`src/rtl/adc0804_bcd_ctrl.sv`:
```
// ADC0804 conversion sequencer for the LM35 display path: runs the cs/wr/intr/rd handshake,
// scales the sampled code to tenths of a degree and converts it to packed BCD by double-dabble.
module adc0804_bcd_ctrl #(
    parameter int unsigned SAMPLE_PERIOD  = 5_000_000,
    parameter int unsigned WR_CYCLES      = 8,
    parameter int unsigned RD_CYCLES      = 8,
    parameter int unsigned TIMEOUT_CYCLES = 100_000,
    parameter int unsigned LSB_TENTHS     = 10
) (
    input  logic        clk,
    input  logic        rst,
    input  logic [7:0]  adc_data,
    input  logic        adc_intr_n,
    output logic        adc_cs_n,
    output logic        adc_wr_n,
    output logic        adc_rd_n,
    output logic [15:0] bcd,
    output logic        bcd_valid,
    output logic        busy,
    output logic        timeout
);

    localparam int unsigned BIN_W    = 14;
    localparam int unsigned BCD_W    = 16;
    localparam int unsigned SH_W     = BIN_W + BCD_W;
    localparam int unsigned DD_STEPS = BIN_W;
    localparam int unsigned SAT_MAX  = 9999;
    localparam int unsigned PER_W    = (SAMPLE_PERIOD > 1) ? $clog2(SAMPLE_PERIOD) : 1;
    localparam int unsigned MAX_AB   = (WR_CYCLES > RD_CYCLES) ? WR_CYCLES : RD_CYCLES;
    localparam int unsigned MAX_ABC  = (MAX_AB > TIMEOUT_CYCLES) ? MAX_AB : TIMEOUT_CYCLES;
    localparam int unsigned CNT_MAX  = (MAX_ABC > DD_STEPS) ? MAX_ABC : DD_STEPS;
    localparam int unsigned CNT_W    = $clog2(CNT_MAX + 1);

    typedef enum logic [2:0] {
        IDLE,
        START,
        WAIT_INTR,
        READ,
        CONVERT,
        UPDATE
    } state_t;

    state_t             state;
    logic [PER_W-1:0]   per_cnt;
    logic [CNT_W-1:0]   cnt;
    logic [1:0]         intr_sync;
    logic [7:0]         code;
    logic [SH_W-1:0]    sh;
    logic [15:0]        prod;
    logic [BIN_W-1:0]   value;

    // One double-dabble step: add 3 to every BCD nibble >= 5, then shift left.
    function automatic logic [SH_W-1:0] dd_step(input logic [SH_W-1:0] s);
        logic [SH_W-1:0] t;
        t = s;
        for (int i = 0; i < 4; i++) begin
            if (t[BIN_W + 4*i +: 4] >= 4'd5) begin
                t[BIN_W + 4*i +: 4] = t[BIN_W + 4*i +: 4] + 4'd3;
            end
        end
        return {t[SH_W-2:0], 1'b0};
    endfunction

    // Scaled reading in tenths of a degree, clamped to the four-digit display range.
    assign prod  = 16'(code) * 16'(LSB_TENTHS);
    assign value = (prod > 16'(SAT_MAX)) ? BIN_W'(SAT_MAX) : prod[BIN_W-1:0];

    // Free-running sample period counter, independent of the sequencer.
    always_ff @(posedge clk or posedge rst) begin
        if (rst) begin
            per_cnt <= '0;
        end else if (per_cnt == PER_W'(SAMPLE_PERIOD - 1)) begin
            per_cnt <= '0;
        end else begin
            per_cnt <= per_cnt + PER_W'(1);
        end
    end

    // INTR is asynchronous to clk; only intr_sync[1] is used downstream.
    always_ff @(posedge clk or posedge rst) begin
        if (rst) begin
            intr_sync <= 2'b11;
        end else begin
            intr_sync <= {intr_sync[0], adc_intr_n};
        end
    end

    always_ff @(posedge clk or posedge rst) begin
        if (rst) begin
            state     <= IDLE;
            cnt       <= '0;
            code      <= '0;
            sh        <= '0;
            adc_cs_n  <= 1'b1;
            adc_wr_n  <= 1'b1;
            adc_rd_n  <= 1'b1;
            bcd       <= '0;
            bcd_valid <= 1'b0;
            busy      <= 1'b0;
            timeout   <= 1'b0;
        end else begin
            bcd_valid <= 1'b0;
            case (state)
                IDLE: begin
                    if (per_cnt == '0) begin
                        state    <= START;
                        cnt      <= '0;
                        adc_cs_n <= 1'b0;
                        adc_wr_n <= 1'b0;
                        busy     <= 1'b1;
                    end
                end
                START: begin
                    if (cnt == CNT_W'(WR_CYCLES - 1)) begin
                        state    <= WAIT_INTR;
                        cnt      <= '0;
                        adc_wr_n <= 1'b1;
                    end else begin
                        cnt <= cnt + CNT_W'(1);
                    end
                end
                WAIT_INTR: begin
                    if (!intr_sync[1]) begin
                        state    <= READ;
                        cnt      <= '0;
                        adc_rd_n <= 1'b0;
                    end else if (cnt == CNT_W'(TIMEOUT_CYCLES - 1)) begin
                        // Abandon the conversion; the displayed value stays as it was.
                        state    <= IDLE;
                        cnt      <= '0;
                        adc_cs_n <= 1'b1;
                        busy     <= 1'b0;
                        timeout  <= 1'b1;
                    end else begin
                        cnt <= cnt + CNT_W'(1);
                    end
                end
                READ: begin
                    if (cnt == CNT_W'(RD_CYCLES - 1)) begin
                        state    <= CONVERT;
                        cnt      <= '0;
                        code     <= adc_data;
                        adc_rd_n <= 1'b1;
                        adc_cs_n <= 1'b1;
                    end else begin
                        cnt <= cnt + CNT_W'(1);
                    end
                end
                CONVERT: begin
                    // First step loads the scaled value; BCD nibbles are zero so no correction applies.
                    sh <= dd_step((cnt == '0) ? {BCD_W'(0), value} : sh);
                    if (cnt == CNT_W'(DD_STEPS - 1)) begin
                        state <= UPDATE;
                        cnt   <= '0;
                    end else begin
                        cnt <= cnt + CNT_W'(1);
                    end
                end
                UPDATE: begin
                    state     <= IDLE;
                    bcd       <= sh[SH_W-1:BIN_W];
                    bcd_valid <= 1'b1;
                    busy      <= 1'b0;
                    timeout   <= 1'b0;
                end
                default: begin
                    state    <= IDLE;
                    cnt      <= '0;
                    adc_cs_n <= 1'b1;
                    adc_wr_n <= 1'b1;
                    adc_rd_n <= 1'b1;
                    busy     <= 1'b0;
                end
            endcase
        end
    end

endmodule

```
`config.mk`:
```
export PLATFORM = sky130hd
export DESIGN_NAME = adc0804_bcd_ctrl
export DESIGN_NICKNAME = d
export VERILOG_FILES = /design/src/rtl/adc0804_bcd_ctrl.sv
export SDC_FILE = /design/constraint.sdc
export NUM_CORES = 1
export LEC_CHECK = 0
export ABC_AREA = 1
export BUFFER_PORTS_ARGS = -buffer_cell sky130_fd_sc_hd__clkbuf_2
export CAP_MARGIN = 0
export CORE_UTILIZATION = 51
export DETAILED_ROUTE_END_ITERATION = 8
export PLACE_DENSITY = 0.68
export SLEW_MARGIN = 5
export SYNTH_ARGS = -nofsm -noshare
export SYNTH_HDL_FRONTEND = slang
export SYNTH_SLANG_ARGS = --single-unit
```
`constraint.sdc`:
```
create_clock -name clk -period 3.5 [get_ports clk]
set_input_delay 0 -clock clk [delete_from_list [all_inputs] [get_ports clk]]
set_output_delay 0 -clock clk [all_outputs]
set_load 0.005 [all_outputs]
```
Word level (Yosys, flattened, before mapping). Cells that the tools add are included.

Output and inout bits: 22. Register bits: 104. Logic and storage cells: 98. Input port bits: 11.

Order comparisons: 5. Add/sub/neg operators: 6. $mul: 1. Bitwise logic cells: 5. Muxes and demuxes: 34. Equality and inequality tests: 17. Reductions and logical operators: 17.

Operators by type and width (number): 17-bit two-way mux (5); 17-bit case mux with 5 select lines (1); 30-bit two-way mux (1); 23-bit by 1-bit adder with 23-bit output, second input constant (1); 23-bit equality test, second input constant (1); 23-bit zero test (1); 23-bit two-way mux (1); 3-bit two-way mux (7); 17-bit by 1-bit adder with 17-bit output, second input constant (1); 17-bit equality test, second input constant (1); 17-bit by 3-bit equality test with 1-bit output, second input constant (1); 17-bit by 4-bit equality test with 1-bit output, second input constant (1); 17-bit zero test (1); 4-bit by 3-bit greater-or-equal comparator with 1-bit output, second input constant (4); 3-bit case mux with 5 select lines (1); 12-bit by 14-bit greater-than comparator with 1-bit output, second input constant (1); 14-bit two-way mux (1); 2-bit != test, second input constant (7); 4-bit by 2-bit adder with 4-bit output, second input constant (3); 4-bit two-way mux (3); 8-bit by 3-bit multiplier with 11-bit output, second input constant (1); 5-bit AND reduction (2); 1-bit two-way mux (9); 1-bit case mux with 3 select lines (3); 16 further kinds (27).

Longest topological paths before layout. Gate-level depths: netlist of run 1.

Depth in word-level cells: 6. Mapped depth: 17. Mapped depth without buffers: 15.

Worst setup path after synthesis of run 1. No wires, ideal clock.

Path kind: register -> register. From: register cnt[0]. To: register sh[20]. Buffers on the path: 2. Stages on the path, launching flop included: 18. Arrival time: 1.821 ns. Library setup time: 0.117 ns. Data required time: 3.383 ns. Path slack: 1.562 ns. Period minus slack after synthesis: 1.938 ns. Cells stage by stage: dfrtp_1 > inv_1 > ha_1 > inv_1 > nor2_1 > nand2_1 > nor2_4 > nand2_2 > buf_6 > buf_6 > nand2_1 > ha_1 > nand2_1 > nand2_1 > nand2_1 > nand2_1 > nand3_1 > nand2_1.

Word-level cells in the longest chain between the ends: 4. Elaborated cells between the ends (all ways): 5. Classes of those cells: add/sub: 1; order compare: 1; mux: 2; reduce/logical: 1.

Ends and longest elaborated chain: start, declared (line 45) `logic [CNT_W-1:0] cnt;`; start signal, assigned (line 119) `cnt <= cnt + CNT_W'(1);`; start signal, assigned (line 135) `cnt <= cnt + CNT_W'(1);`; start signal, assigned (line 146) `cnt <= cnt + CNT_W'(1);`; 17-bit zero test * (line 151) `sh <= dd_step((cnt == '0) ? {BCD_W'(0), value} : sh);`; 30-bit two-way mux * (line 151); 4-bit by 2-bit adder with 4-bit output / 4-bit by 3-bit greater-or-equal comparator with 1-bit output (equally long branches) (line 58, 57); 4-bit two-way mux * (line 57) `if (t[BIN_W + 4*i +: 4] >= 4'd5) begin`; end signal, assigned (line 151); end, declared (line 48) `logic [SH_W-1:0] sh;`.

Every way passes the cells marked *; elsewhere a longest branch is shown, timed or not. A chain may end at the register's enable or synchronous reset.

Final worst setup path of run 1. Ends and elaborated chain as after synthesis.

==> results of run 1 <==
[per-layer routing]
layer | vias to the layer above | wire length (um) | part of all wire | GRT usage
met4 | 0 | 163 | 0.012 | 0.0712
met5 | - | 0 | 0 | 0
met1 | 2580 | 6430 | 0.46 | 0.310
met2 | 140 | 6770 | 0.49 | 0.408
li1 | 2703 | - | - | -
met3 | 13 | 593 | 0.042 | 0.0517
[cells in the final DEF (no fill, tap or decap), types with 5 or more instances in the layout]
master         netlist  routed
o21ai_0             52      52
nand2_2              5       5
clkbuf_16            0       9
o211ai_1             7       7
nand2_1            200     200
nor2_1              74      74
clkbuf_2             0      32
mux2_2               7       7
ha_1                22      22
nor2_2               6       5
dfrtp_1             98      98
nor3_1              15      15
nand3_1             75      75
a21oi_1             24      24
dlygate4sd3_1        0      10
inv_1              107     106
dfstp_2              5       5
nand4_1             30      30
xor2_1              19      19
nor4_1               7       7
[cell usage after synthesis, drive strengths merged (15+ instances only)]
library cell	count	share of area
a21oi	25	0.021
buf	15	0.016
dfrtp	98	0.40
ha	22	0.045
inv	109	0.067
nand2	205	0.13
nand3	77	0.065
nand4	31	0.033
nor2	83	0.057
nor3	15	0.012
o21ai	56	0.046
xor2	19	0.027
[registers in the layout, indices dropped and copies added (netlist names), 2 cells and up]
| name | flops |
|---|---|
| cnt | 17 |
| code | 8 |
| per_cnt | 23 |
| state | 3 |
| sh | 28 |
| bcd | 16 |
| intr_sync | 2 |
[metrics by stage]
| step | total power, mW | area (um^2) |
|---|---|---|
| final | 4.34 | 6780 |
| after global routing | 4.69 | 6780 |
| after CTS | 4.36 | 6780 |
| after detailed placement | 3.24 | 6360 |
| after global placement | 3.19 | 6360 |
| after floorplan | 2.87 | 6110 |
[worst paths after layout]
check                               end    startpoint  cells after the start
max reg2reg                      sh[20]        cnt[0]                     15
min in group asynchronous       code[1]           rst                      3
min                        intr_sync[0]    adc_intr_n                      2
min reg2reg                intr_sync[1]  intr_sync[0]                      0
max                              sh[20]        cnt[0]                     15
max in group asynchronous      adc_wr_n           rst                      4
[layout make-up]
cell class / instances / area share
clock inverter: 4 / 0.00867
sequential: 103 / 0.381
multi-input combinational: 574 / 0.441
tap: 143 / 0.0264
timing repair buffer: 46 / 0.0428
clock buffer: 12 / 0.0393
inverter: 109 / 0.0607
[power breakdown]
part | internal, mW | leakage, nW | total [mW] | switching (mW)
combinational | 0.570 | 1.94 | 1.60 | 1.03
clock | 0.622 | 0.161 | 1.08 | 0.458
sequential | 1.45 | 1.35 | 1.66 | 0.213
[critical path, cell delays in order, from the launching register on]
cell	delay (ns)
dfrtp_1	0.44
inv_1	0.10
ha_1	0.20
inv_1	0.05
nor2_1	0.04
nand2_1	0.11
nor2_4	0.04
nand2_2	0.53
nand2_1	0.21
ha_1	0.28
nand2_1	0.07
nand2_1	0.08
nand2_1	0.14
nand2_1	0.06
nand3_1	0.06
nand2_1	0.05
[timing repair]
item | 4_1_cts | 5_1_grt
endpoints found under the setup margin | 0 | 0
endpoints found under the hold margin | 65 | 0
hold buffers | 10 | 0
[cells by family after synthesis]
| logic type | share of synthesized area |
|---|---|
| AND/OR/NAND/NOR | 0.311 |
| buffers and inverters | 0.0882 |
| flip-flops | 0.423 |
| AO/OA/AOI/OAI | 0.0870 |
| adder cells (fa/ha/maj) | 0.0483 |
| XOR/XNOR | 0.0301 |
| multiplexers | 0.0129 |
==> PnR_summary.wiki, run 1 <==
{| class="wikitable"
! Metric !! Value
|-
| Count of non-filler cells in the finished layout || 991
|-
| Via density || 5.49
|-
| Worst Tran Pin Value || 0.985 ns
|-
| Worst min path class || in -> reg
|-
| Worst slack after detailed placement || 0.988 ns
|-
| Post-CTS setup repair buffer count || 0
|-
| Unrepaired setup endpoints after global routing || false
|-
| Layout net count || 877
|-
| Max-slew headroom at the worst pin || 0.337
|-
| Clock latency on the worst-skew pair || 0.35 ns
|-
| Area of combinational cells with multiple inputs || 2990 um^2
|-
| Ys async rst share || 1.00
|-
| Antenna Diode Count || 0
|-
| Number of DRC markers after the initial detailed-route iteration || 362
|-
| Number of standard cells after synthesis || 809
|-
| Clock Root Buffer || clkbuf_16
|-
| TritonCTS clock tree || built
|-
| Final-report max-slew violation count || 0
|-
| Maximum vdd ir drop || 0.427 mV
|-
| Maximum frequency from static timing analysis || 385 MHz
|-
| Syn_area_per_cell || 7.56 um^2
|-
| Final design utilization || 0.587
|-
| Fraction of final layout cells with drive strength greater than 1 || 0.103
|-
| Type of destination of the critical path || register
|-
| Residual DRC || 0
|-
| Net Count, Synth || 843
|-
| Setup Total Neg Slack || 0 ns
|-
| Starting density of the core || 0.529
|-
| Number of distinct library cells after synthesis || 39
|-
| Crit Path Max Fanout || 39
|-
| Number of hold-slack violations in the final timing report || 0
|-
| CTS sink count || 103
|-
| Flop and latch count out of synthesis || 103
|-
| Die Span X || 111 um
|-
| Area growth from synthesis to layout || 11.0%
|-
| Cell Count Post-Placement || 965
|-
| Min Hold Slack || 0.274 ns
|-
| # IOs || 33
|-
| Run status || complete, no violations
|-
| Slack of the worst reg-to-reg path || 0.90 ns
|-
| Core area || 11,600 um^2
|-
| WP data required || 3.74 ns
|-
| # rows || 39
|-
| CTS clock-pin slew for the worst setup and hold paths || 0.07 ns
|-
| Number of gates resized after cts || 0
|-
| FF/Latch Area || 2580 um^2
|-
| GRT Resource Usage Total || 0.240
|-
| Count of filler cells inserted in the layout || 1,059
|-
| Maximum buffer depth of the clock tree || 2
|-
| Worst EP arrival || 2.84 ns
|-
| Part of the cycle the worst path needs || 0.742
|-
| Leakage power || 3.45 nW
|-
| Maximum number of pins on one net before global-route repair || 61
|-
| Routed Wire Length || 14,000 um
|-
| Via count || 5,436
|-
| Endpoints failing setup || 0
|-
| CTS buffer count || 9
|-
| Power per cell area || 640 nW/um^2
|-
| DRT antenna net count || 0
|-
| First-pass GRT wire length || 24,200 um
|-
| Number of synthesized flops with an enable pin || 0
|-
| Die footprint || 12,400 um^2
|-
| Chip Height || 111 um
|-
| Mapped Area || 6110 um^2
|-
| Critical path start-end classification || reg -> reg
|-
| Number of antenna violations at the first check in global routing || 0
|-
| Most common flop cell mapped by yosys || dfrtp_1
|-
| Post-route worst setup slack || 0.904 ns
|-
| Final GP Congestion || 0.921
|-
| Port Buffers || 32
|-
| Detailed placement HPWL || 9760 um
|-
| First-pass detailed-route iteration total || 5
|-
| Sequential fraction of the synthesis area || 0.423
|-
| Number of synthesis warnings || 0
|-
| Number of H-tree branching levels || 3
|-
| Post-layout minimum cycle time || 2.60 ns
|-
| Number of global-route vias before repair || 5,269
|-
| Kind of start point of the critical path || register
|-
| Worst setup skew after layout || 0.00797 ns
|-
| Max_cap viols || 0
|-
| Overflow left after global routing || 0
|-
| Average wire length per cell after detail routing || 14.1 um
|}
Note: power is estimated with default switching activity, not from simulation.
==> run 2: changes to the inputs <==
- clock period: 3.5 -> 2.58 ns (I/O delays scaled with it)
==> PnR_summary.wiki, run 2 (synthesis results as in run 1) <==
{| class="wikitable"
! Metric !! Value
|-
| Run status || complete, no violations
|-
| Post-layout minimum cycle time || 2.28 ns
|-
| Slack of the worst reg-to-reg path || 0.30 ns
|-
| DRT antenna net count || 0
|-
| CTS buffer count || 9
|-
| Post-CTS setup repair buffer count || 0
|-
| Most common cell after layout, fill and taps aside || nand2_1
|-
| Source of the worst hold timing path || adc_intr_n
|-
| Portion of total power attributed to the clock network || 0.242
|-
| Crit Path Max Fanout || 21
|-
| Clock Root Buffer || clkbuf_16
|-
| # rows || 39
|-
| Die Span X || 111 um
|-
| Overflow left after global routing || 0
|-
| Part of the cycle the worst path needs || 0.885
|-
| TritonCTS clock tree || built
|-
| Routed Wire Length || 14,000 um
|-
| Maximum vdd ir drop || 0.636 mV
|-
| Antenna Diode Count || 0
|-
| Final-report max-slew violation count || 0
|-
| Biggest regs || sh: 28 flops, per_cnt: 23 flops, cnt: 17 flops
|-
| Average wire length per cell after detail routing || 14.1 um
|-
| Number of DRC markers after the initial detailed-route iteration || 339
|-
| Delay of the slowest cell on the worst path || 0.44 ns
|-
| Starting density of the core || 0.529
|-
| # IOs || 33
|-
| Fraction of final layout cells with drive strength greater than 1 || 0.104
|-
| Switching power || 2.31 mW
|-
| Depth of the most critical reg-to-reg path || 15
|-
| Worst setup skew after layout || 0.00906 ns
|-
| Layout net count || 879
|-
| Combinational fraction of design power || 0.371
|-
| Worst min path class || in -> reg
|-
| Internal cell power || 3.54 mW
|-
| Port Buffers || 32
|-
| Final GP Congestion || 0.887
|-
| Slowest-stage cell, CP || dfrtp_1
|-
| Critical R2R Launch || cnt[0]
|-
| Core area || 11,600 um^2
|-
| CTS clock-pin slew for the worst setup and hold paths || 0.07 ns
|-
| Via density || 5.54
|-
| Number of H-tree branching levels || 3
|-
| Worst r2r dst || sh[27]
|-
| Sequential power share || 0.386
|-
| First-pass GRT wire length || 24,400 um
|-
| Clock latency on the worst-skew pair || 0.35 ns
|-
| Chip Height || 111 um
|-
| Number of flip-flops under the largest register name || 28
|-
| Area growth from synthesis to layout || 11.1%
|-
| Cell count of the worst hold path || 2
|-
| Sw frac || 0.395
|-
| Post-route worst setup slack || 0.297 ns
|-
| GRT Resource Usage Total || 0.241
|-
| Register ranked first by flip-flop count || sh
|-
| WP data required || 2.83 ns
|-
| Count of filler cells inserted in the layout || 1,034
|-
| Via count || 5,504
|-
| Max_cap viols || 0
|-
| Highest-count cells in the layout ignoring fill and taps || nand2_1 (200), inv_1 (106), dfrtp_1 (98), nand3_1 (75), nor2_1 (74)
|-
| First-pass detailed-route iteration total || 5
|-
| CP cell instances || inv_1 -> ha_1 -> inv_1 -> nor2_1 -> nand2_1 -> nor2_4 -> nand2_2 -> buf_4 -> inv_2 -> nor2_1 -> nand2_2 -> nand2_1 -> nand2_1 -> nand3_1 -> nand2_1
|-
| Maximum number of pins on one net before global-route repair || 104
|-
| Maximum frequency from static timing analysis || 438 MHz
|-
| Residual DRC || 0
|-
| Leakage power || 3.45 nW
|-
| Number of antenna violations at the first check in global routing || 0
|-
| Unrepaired setup endpoints after global routing || false
|-
| Setup Total Neg Slack || 0 ns
|-
| Number of global-route vias before repair || 5,432
|-
| Power per cell area || 860 nW/um^2
|-
| Die footprint || 12,400 um^2
|-
| Maximum buffer depth of the clock tree || 2
|-
| CTS sink count || 103
|-
| Critical path's most frequent cell || nand2_1
|-
| Detailed placement HPWL || 9970 um
|-
| Max-slew headroom at the worst pin || 0.610
|-
| Number of hold-slack violations in the final timing report || 0
|-
| Endpoints failing setup || 0
|-
| Hold path endpoint || intr_sync[0]
|-
| Worst EP arrival || 2.53 ns
|-
| Worst Tran Pin Value || 0.584 ns
|-
| Kind of start point of the critical path || register
|-
| Worst slack after detailed placement || 0.327 ns
|-
| Critical path start-end classification || reg -> reg
|-
| Type of destination of the critical path || register
|}
## run 2: layer usage
layer,vias to the layer above,share of wire,global-route usage
met4,0,0.012,0.0685
li1,2705,-,-
met5,-,0,0
met3,17,0.047,0.0533
met2,140,0.50,0.421
met1,2642,0.44,0.298
## run 2: how the worst max path moves through the flow
stage / from / to / slack [ns] / cells after the start
2_1_floorplan: cnt[0] / sh[20] / 0.64 / 17
3_5_place_dp: cnt[0] / sh[27] / 0.33 / 15
5_1_grt: cnt[0] / sh[17] / 0.08 / 12
6_report: cnt[0] / sh[27] / 0.30 / 15
4_1_cts: cnt[0] / sh[27] / 0.33 / 15
3_3_place_gp: cnt[0] / sh[28] / 0.46 / 15
## run 2: through the flow
stage	util	hold slack (ns)	power [mW]	area (um^2)	std cells
after global placement	0.552	0.0870	4.35	6390	967
final	0.587	0.290	5.84	6790	993
after detailed placement	0.552	0.0895	4.43	6390	967
after global routing	0.587	0.283	6.34	6790	993
after CTS	0.587	0.274	5.88	6790	993
after floorplan	-	0.00448	3.89	6120	809
## run 2: power by group through the flow
| stage | clock network, mW | registers, mW | logic (mW) |
|---|---|---|---|
| floorplan | 0 | 2.19 | 1.70 |
| global placement | 0 | 2.27 | 2.08 |
| detailed placement | 0 | 2.28 | 2.15 |
| CTS | 1.45 | 2.26 | 2.17 |
| global route | 1.52 | 2.30 | 2.52 |
| finish | 1.42 | 2.26 | 2.17 |
## run 2: what timing repair did
action,CTS,global route
gates resized for setup,0,0
endpoints found under the hold margin,107,0
hold buffers,10,0
## run 2: worst max-delay path, delay by kind of cell (launching register included)
kind                       cells  cell delay [ns]
and+or+nand+nor               10             0.98
buffers and inverters          4             0.55
DFF                            1             0.44
adders and majority gates      1             0.20
## run 2: final cells by class
type / instances / area (um^2) / share of cell area
sequential: 103 / 2580 / 0.380
multi-input combinational: 574 / 2990 / 0.441
clock buffer: 11 / 243 / 0.0357
tap: 143 / 179 / 0.0263
inverter: 109 / 413 / 0.0608
timing repair buffer: 48 / 318 / 0.0468
clock inverter: 5 / 61.3 / 0.00903
